==> config.mk <==
export PLATFORM = sky130hd
export DESIGN_NAME = serial_frame_deser
export DESIGN_NICKNAME = d
export VERILOG_FILES = /design/src/rtl/serial_frame_deser.sv
export SDC_FILE = /design/constraint.sdc
export NUM_CORES = 1
export LEC_CHECK = 0
export CORE_MARGIN = 2
export CORE_UTILIZATION = 30
export DETAILED_ROUTE_END_ITERATION = 8
export MAX_ROUTING_LAYER = met4
export PLACE_DENSITY = 0.54
export SETUP_SLACK_MARGIN = 0.3
export SLEW_MARGIN = 20
export SYNTH_ARGS = -nofsm -noshare
export SYNTH_HDL_FRONTEND = slang
export SYNTH_SLANG_ARGS = --single-unit
==> constraint.sdc <==
create_clock -name clk_i -period 6.9 [get_ports clk_i]
set_clock_uncertainty 0.15 [all_clocks]
set_input_delay 1.035 -clock clk_i [delete_from_list [all_inputs] [get_ports clk_i]]
set_output_delay 1.035 -clock clk_i [all_outputs]
set_load 0.02 [all_outputs]
==> src/rtl/serial_frame_deser.sv <==
// -----------------------------------------------------------------------------
// serial_frame_deser
// Receive-side deserializer for the IO serializer loopback. Hunts for SYNC_WORD
// in the enabled serial stream to find word boundaries, then assembles aligned
// words (MSB first) into a small FIFO drained through a valid/ready handshake.
//
// Ports
//   clk_i       : clock, rising edge
//   reset_n     : asynchronous active-low reset
//   data_i      : serial bit, sampled only when enable=1
//   enable      : qualifies data_i
//   hunt_i      : force re-alignment (back to HUNT)
//   data_o      : FIFO head word (holds last value when empty)
//   valid_o     : data_o holds a word
//   ready_i     : consumer accepts data_o
//   locked_o    : word alignment established
//   overflow_o  : sticky, a completed word was dropped
// -----------------------------------------------------------------------------
module serial_frame_deser #(
  parameter int unsigned      WIDTH     = 8,
  parameter logic [WIDTH-1:0] SYNC_WORD = 8'hA5,
  parameter int unsigned      DEPTH     = 4
) (
  input  logic             clk_i,
  input  logic             reset_n,
  input  logic             data_i,
  input  logic             enable,
  input  logic             hunt_i,
  output logic [WIDTH-1:0] data_o,
  output logic             valid_o,
  input  logic             ready_i,
  output logic             locked_o,
  output logic             overflow_o
);

  localparam int unsigned CNT_W  = $clog2(WIDTH);
  localparam int unsigned PTR_W  = $clog2(DEPTH);
  localparam int unsigned FCNT_W = PTR_W + 1;

  localparam logic [0:0] ST_HUNT   = 1'b0;
  localparam logic [0:0] ST_LOCKED = 1'b1;

  // Alignment state
  logic [0:0]       state;
  logic [0:0]       state_nxt;
  logic [WIDTH-1:0] sr;
  logic [WIDTH-1:0] sr_nxt;
  logic [WIDTH-1:0] sr_shift;
  logic [CNT_W-1:0] bit_cnt;
  logic [CNT_W-1:0] bit_cnt_nxt;
  logic             push;

  // FIFO state
  logic [WIDTH-1:0]  mem [DEPTH];
  logic [PTR_W-1:0]  wr_ptr;
  logic [PTR_W-1:0]  wr_ptr_nxt;
  logic [PTR_W-1:0]  rd_ptr;
  logic [PTR_W-1:0]  rd_ptr_nxt;
  logic [FCNT_W-1:0] fifo_cnt;
  logic [FCNT_W-1:0] fifo_cnt_nxt;
  logic              pop;
  logic              full;
  logic              push_ok;
  logic [WIDTH-1:0]  data_nxt;
  logic              valid_nxt;
  logic              overflow_nxt;

  // Value the shift register takes on an enabled edge
  assign sr_shift = {sr[WIDTH-2:0], data_i};

  // Alignment FSM: next state, bit counter and word-complete push request
  always_comb begin
    state_nxt   = state;
    bit_cnt_nxt = bit_cnt;
    sr_nxt      = sr;
    push        = 1'b0;

    if (enable) begin
      sr_nxt = sr_shift;
      case (state)
        ST_HUNT: begin
          if (sr_shift == SYNC_WORD) begin
            state_nxt   = ST_LOCKED;
            bit_cnt_nxt = '0;
          end
        end
        ST_LOCKED: begin
          if (bit_cnt == CNT_W'(WIDTH - 1)) begin
            bit_cnt_nxt = '0;
            // An aligned sync word is a re-alignment marker, never data
            push        = (sr_shift != SYNC_WORD);
          end else begin
            bit_cnt_nxt = bit_cnt + CNT_W'(1);
          end
        end
        default: begin
          state_nxt   = ST_HUNT;
          bit_cnt_nxt = '0;
        end
      endcase
    end

    // Re-hunt wins over a word completing on the same edge
    if (hunt_i) begin
      state_nxt   = ST_HUNT;
      bit_cnt_nxt = '0;
      push        = 1'b0;
    end
  end

  // Alignment FSM registers
  always_ff @(posedge clk_i or negedge reset_n) begin
    if (!reset_n) begin
      state    <= ST_HUNT;
      sr       <= '0;
      bit_cnt  <= '0;
      locked_o <= 1'b0;
    end else begin
      state    <= state_nxt;
      sr       <= sr_nxt;
      bit_cnt  <= bit_cnt_nxt;
      locked_o <= (state_nxt == ST_LOCKED);
    end
  end

  // FIFO control: a full FIFO still accepts a push when it pops on the same edge
  always_comb begin
    pop          = valid_o & ready_i;
    full         = (fifo_cnt == FCNT_W'(DEPTH));
    push_ok      = push & (~full | pop);
    fifo_cnt_nxt = fifo_cnt + FCNT_W'(push_ok) - FCNT_W'(pop);
    rd_ptr_nxt   = rd_ptr + PTR_W'(pop);
    wr_ptr_nxt   = wr_ptr + PTR_W'(push_ok);
    overflow_nxt = overflow_o | (push & ~push_ok);
    valid_nxt    = (fifo_cnt_nxt != '0);

    // Registered head: the pushed word goes straight to data_o when nothing
    // older remains, otherwise the next stored entry is presented
    data_nxt = data_o;
    if (valid_nxt) begin
      if ((fifo_cnt - FCNT_W'(pop)) == '0) begin
        data_nxt = sr_shift;
      end else begin
        data_nxt = mem[rd_ptr_nxt];
      end
    end
  end

  // FIFO storage, no reset needed: entries are only read after being written
  always_ff @(posedge clk_i) begin
    if (push_ok) begin
      mem[wr_ptr] <= sr_shift;
    end
  end

  // FIFO pointers, occupancy and output registers
  always_ff @(posedge clk_i or negedge reset_n) begin
    if (!reset_n) begin
      wr_ptr     <= '0;
      rd_ptr     <= '0;
      fifo_cnt   <= '0;
      data_o     <= '0;
      valid_o    <= 1'b0;
      overflow_o <= 1'b0;
    end else begin
      wr_ptr     <= wr_ptr_nxt;
      rd_ptr     <= rd_ptr_nxt;
      fifo_cnt   <= fifo_cnt_nxt;
      data_o     <= data_nxt;
      valid_o    <= valid_nxt;
      overflow_o <= overflow_nxt;
    end
  end

endmodule

After elaboration in Yosys (flattened, before gate mapping)
Memory sizes are Yosys's and may differ from the RTL's.
Index checks and enable logic that the tools add are counted.
{"block": "word_totals", "rom_bits": 0, "ramBits": 32, "memories": 1, "latchBits": 0, "output_inout_bits": 11, "word_cells": 49, "reg_bits": 28, "in_bits": 6}
{"name": "mem", "words": 4, "word_bits": 8, "rd": 1, "rd_clocked_by_memory_dff": 0, "write_ports": 1, "line": "54", "source": "logic [WIDTH-1:0] mem [DEPTH];"}
{"block": "op_classes", "n_reduce_logical": 4, "n_bitwise": 8, "muxes": 16, "mul": 0, "n_div": 0, "addsub": 6, "n_eq_ne": 5, "shift": 0, "n_lt_le_gt_ge": 0}
{"operator": "2-to-1 mux 3 bit", "n": 4}
{"operator": "2-to-1 mux 1 bit", "n": 10}
{"operator": "equality test 8 bit, second input constant", "n": 1}
{"operator": "2-to-1 mux 8 bit", "n": 1}
{"operator": "!= test 8 bit, second input constant", "n": 1}
{"operator": "equality test 3 bit, second input constant", "n": 2}
{"operator": "one-hot mux 3 bit (2 select lines)", "n": 1}
{"operator": "subtractor 3 x 1 -> 3 bit", "n": 2}
{"operator": "adder 2 x 1 -> 2 bit", "n": 2}
{"operator": "adder 3 x 1 -> 3 bit", "n": 1}
{"operator": "adder 3 x 1 -> 3 bit, second input constant", "n": 1}
{"operator": "AND 1 bit", "n": 3}
{"operator": "logical NOT 3 bit", "n": 1}
{"operator": "!= test 3 bit, second input constant", "n": 1}
{"operator": "NOT 1 bit", "n": 3}
{"operator": "nonzero test 3 bit", "n": 1}
{"operator": "bitwise OR 1 bit", "n": 2}
{"operator": "AND reduction 2 bit", "n": 1}
{"operator": "nonzero test 2 bit", "n": 1}

Longest topological paths before layout
{"block": "logic_depth", "word_depth": 9, "ltp_mapped": 14, "depth_no_buf": 14}

Worst setup path before layout
Ideal clock, no wire load.
{"block": "synth_timing", "path_kind": "in2reg", "start": "input port enable", "end": "register data_o[0]", "setup_ns": 0.122, "n_path_buf": 0, "cell_stages": 13, "t_arrival_ns": 3.131, "t_required_ns": 6.628, "path_slack_ns": 3.497, "cell_sequence": "nand2_1 nor3b_1 nand3_1 ha_1 inv_1 ha_1 inv_1 fa_1 xor3_2 nor3_4 inv_4 nor2_1 a21oi_1"}
{"block": "synth_between", "elab_chain_cells": 6}
{"item": "start, declared", "line": "27", "source": "input logic enable,"}
{"item": "2-to-1 mux 1 bit", "line": "78", "source": "if (enable) begin"}
{"item": "2-to-1 mux 1 bit", "line": "104", "source": "if (hunt_i) begin"}
{"item": "AND 1 bit", "line": "130", "source": "push_ok = push & (~full | pop);"}
{"item": "adder 3 x 1 -> 3 bit", "line": "131", "source": "fifo_cnt_nxt = fifo_cnt + FCNT_W'(push_ok) - FCNT_W'(pop);"}
{"item": "subtractor 3 x 1 -> 3 bit", "line": "131"}
{"item": "named net fifo_cnt_nxt[2]", "line": "60", "source": "logic [FCNT_W-1:0] fifo_cnt_nxt;"}
{"item": "nonzero test 3 bit", "line": "135", "source": "valid_nxt = (fifo_cnt_nxt != '0);"}
{"item": "named net valid_nxt", "line": "65", "source": "logic valid_nxt;"}
{"item": "end signal, assigned", "line": "169", "source": "data_o <= data_nxt;"}
{"item": "end, declared", "line": "29", "source": "output logic [WIDTH-1:0] data_o,"}
The timed path passes the listed nets, and every way through them passes these cells.
A chain may end at the register's enable or synchronous reset.

Worst setup path after layout
{"block": "layout_timing", "start": "input port enable", "end": "register data_o[3]"}
Same word-level chain as after synthesis.

==> results.py <==
metrics = {
    "worst_setup_path": {
        "startpoint": "enable",
        "startpoint_type": "primary input",
        "r2r_end": "data_o[3]$_DFFE_PN0P_",
        "end_kind": "register",
        "crit_required_ps": 6960,
        "rrSetupSlack_ps": 3670,
        "critPathKind": "primary input to register",
        "r2r_cells": 14,
        "r2r_start": "bit_cnt[0]$_DFFE_PN0P_",
        "critPathArrivalTime_ps": 4230,
        "setup.worst_path.end": "data_o[3]$_DFFE_PN0P_",
        "worstPathMaxFanout": 12,
    },
    "grt": {
        "grt_overflow": 0,
        "first_global_vias": 1419,
        "grt_first_pass_wirelength_mm": 7.51,
        "grt_use_total_pct": 12.0,
        "antenna_found_initial": 0,
        "grt_max_degree": 29,
    },
    "drt": {
        "drt_pass1_iterations": 4,
        "vias_per_cell": 4.49,
        "drc_errors": 0,
        "vias": 1326,
        "drt_wl_total_mm": 4.48,
        "avgRoutedWirePerCell_um": 15.2,
        "initialDrtViolationCount": 35,
        "drt.antenna.violating_nets": 0,
    },
    "floorplan": {
        "io_pins": 17,
        "start_util_pct": 30.4,
        "die_h_um": 94.6,
        "fp.coreArea_um2": 8090,
        "dieArea_um2": 8940,
        "die_x_um": 94.6,
        "rows": 33,
    },
    "clock_tree": {
        "cts_resized": 0,
        "cts_made_buffers": 9,
        "cts_tree": "built",
        "postCtsSetupBuffers": 0,
        "clkTransAtPathRegs_ps": 60,
        "cts_root_buf": "clkbuf_8",
        "postCtsHoldBufs": 0,
        "htreeDepth": 3,
        "cts.sinks": 60,
        "insertion_delay_ps": 330,
        "clock_path_buffers": 2,
    },
    "synthesis": {
        "avgSynthCellArea_um2": 15.6,
        "yosys.cell_types.count": 33,
        "synth_seq_cells": 60,
        "synth_top_cell_area_share_pct": 39.0,
        "synth_largest_area_cell": "edfxtp_1",
        "synth.cell_area_um2": 2460,
        "yosys_warnings": 0,
        "synth_nets": 172,
        "ys_top_cells_by_area": "edfxtp_1 (39%), dfrtp_1 (28%), mux4_2 (7.3%)",
        "ys_seq_area_share_pct": 67.5,
        "syn_inst": 158,
    },
    "finish": {
        "nets": 199,
        "final_core_util_pct": 37.3,
        "register_area_um2": 1660,
        "fill_cells": 790,
        "stdcell_area_um2": 3020,
        "multi_input_area_um2": 763,
        "synthToLayoutAreaGrowth_pct": 22.6,
        "drive_gt1_share_pct": 20.5,
        "antenna_cells": 0,
    },
    "sta": {
        "period_needed_ps": 4170,
        "relSlewSlack_pct": 46.5,
        "setup_viol": 0,
        "worst_pin_slew_ps": 798,
        "holdWs_ps": 329,
        "setup-tns-final_ps": 0,
        "fmax_mhz": 240,
        "rsz0062_at_grt": "false",
        "min_period_over_period_pct": 60.4,
        "report.final.hold_viol_count": 0,
        "maxSlewViolCount": 0,
    },
    "placement": {
        "placed_area_um2": 2770,
        "gp_congestion": 0.730,
        "portBuffers": 16,
        "dp_hpwl_mm": 3.11,
    },
    "pwr": {
        "p_leak_nw": 1.19,
        "powerDensity_nw_per_um2": 276,
        "peakVddDrop_mv": 0.102,
        "p_total_mw": 0.834,
    },
    "min_path": {
        "hold_path_class": "register to register",
        "hold_depth": 1,
    },
    "run": {
        "drv_cap": 0,
    },
    "outcome": {
        "status": "completed",
    },
}
metal layers:
| layer | track usage [%] | part of all wire (%) | vias to the layer above |
|---|---|---|---|
| met5 | - | 0 | - |
| met4 | 6.16 | 2.1 | 0 |
| met3 | 2.55 | 2.5 | 9 |
| met2 | 17.3 | 47 | 19 |
| met1 | 15.9 | 49 | 653 |
| li1 | - | - | 645 |
worst min path at each step:
stage / start / end / slack, ps
after floorplan: rd_ptr[0]$_DFF_PN0_ / rd_ptr[0]$_DFF_PN0_ / 320
after global placement: overflow_o$_DFF_PN0_ / overflow_o$_DFF_PN0_ / 330
after detailed placement: overflow_o$_DFF_PN0_ / overflow_o$_DFF_PN0_ / 320
after CTS: overflow_o$_DFF_PN0_ / overflow_o$_DFF_PN0_ / 340
after global routing: overflow_o$_DFF_PN0_ / overflow_o$_DFF_PN0_ / 350
final: overflow_o$_DFF_PN0_ / overflow_o$_DFF_PN0_ / 330
cells in the mapped netlist:
cell type,count
inv_2,1
nand2_1,11
fa_1,1
xor3_2,1
ha_1,7
a31oi_1,1
nor2_1,9
o21ai_1,3
nor3_4,1
nand3b_1,1
nor3_1,1
and3b_1,1
inv_4,1
xnor2_1,1
inv_1,5
buf_2,1
or3_1,1
clkbuf_1,1
and2_1,1
and3_1,1
xor2_2,1
edfxtp_1,32
dfrtp_1,28
nor3b_1,3
xor2_1,1
a21oi_1,20
mux4_2,8
mux2_2,7
and4bb_1,2
a41o_1,1
buf_1,1
nand3_1,3
a211oi_1,1
metrics by stage:
stage / setup slack [ps] / cells
CTS: 2730 / 295
global route: 2380 / 295
detailed placement: 2390 / 279
finish: 2730 / 295
floorplan: 3500 / 158
global placement: 2440 / 279
logic make-up (layout without fill, tap and decap cells):
logic type,Yosys count,in the layout,share of synthesized area (%)
flops,60,60,67.5
fa+ha+maj,8,8,4.37
simple gates,35,35,7.88
xor+xnor,4,4,2.39
mux,15,15,10.5
buf+inv,10,42,1.68
compound gates,26,26,5.64
cell usage in the layout (no fill, tap or decap), types with 5 or more instances in the layout:
cell type and instances:
inv_1 5, nor2_1 9, edfxtp_1 32, dfrtp_1 28
mux4_2 8, a21oi_1 20, nand2_1 11, mux2_2 7
ha_1 7, clkdlybuf4s50_1 16, clkbuf_8 11
critical path: stages:
cell	delay [ps]
clkdlybuf4s50_1	770
nand2_1	120
nor3b_1	280
nand3_1	240
ha_1	330
inv_1	50
ha_1	130
inv_1	50
fa_1	360
xor3_2	270
nor3_4	330
inv_4	100
nor2_1	100
a21oi_1	50
state kept, by name, summed over array words and instances, names as in the netlist:
register / cells
mem: 32
wr_ptr: 2
rd_ptr: 2
valid_o: 1
fifo_cnt: 3
state: 1
data_o: 8
bit_cnt: 3
sr: 7
overflow_o: 1
report_power, final:
group / internal, mW / switching [mW]
Combinational: 0.0131 / 0.00952
Sequential: 0.399 / 0.0226
Clock: 0.259 / 0.131
layout make-up:
class                   instances  area share (%)
repair buffers                 19            6.05
flip-flops and latches         60            55.1
clock buffers                  12            5.14
clock inverters                 4            3.15
inverters                       7           0.954
well taps                     105            4.35
multi-input cells              88            25.3
No activity file was read; power rests on OpenSTA's default activity.
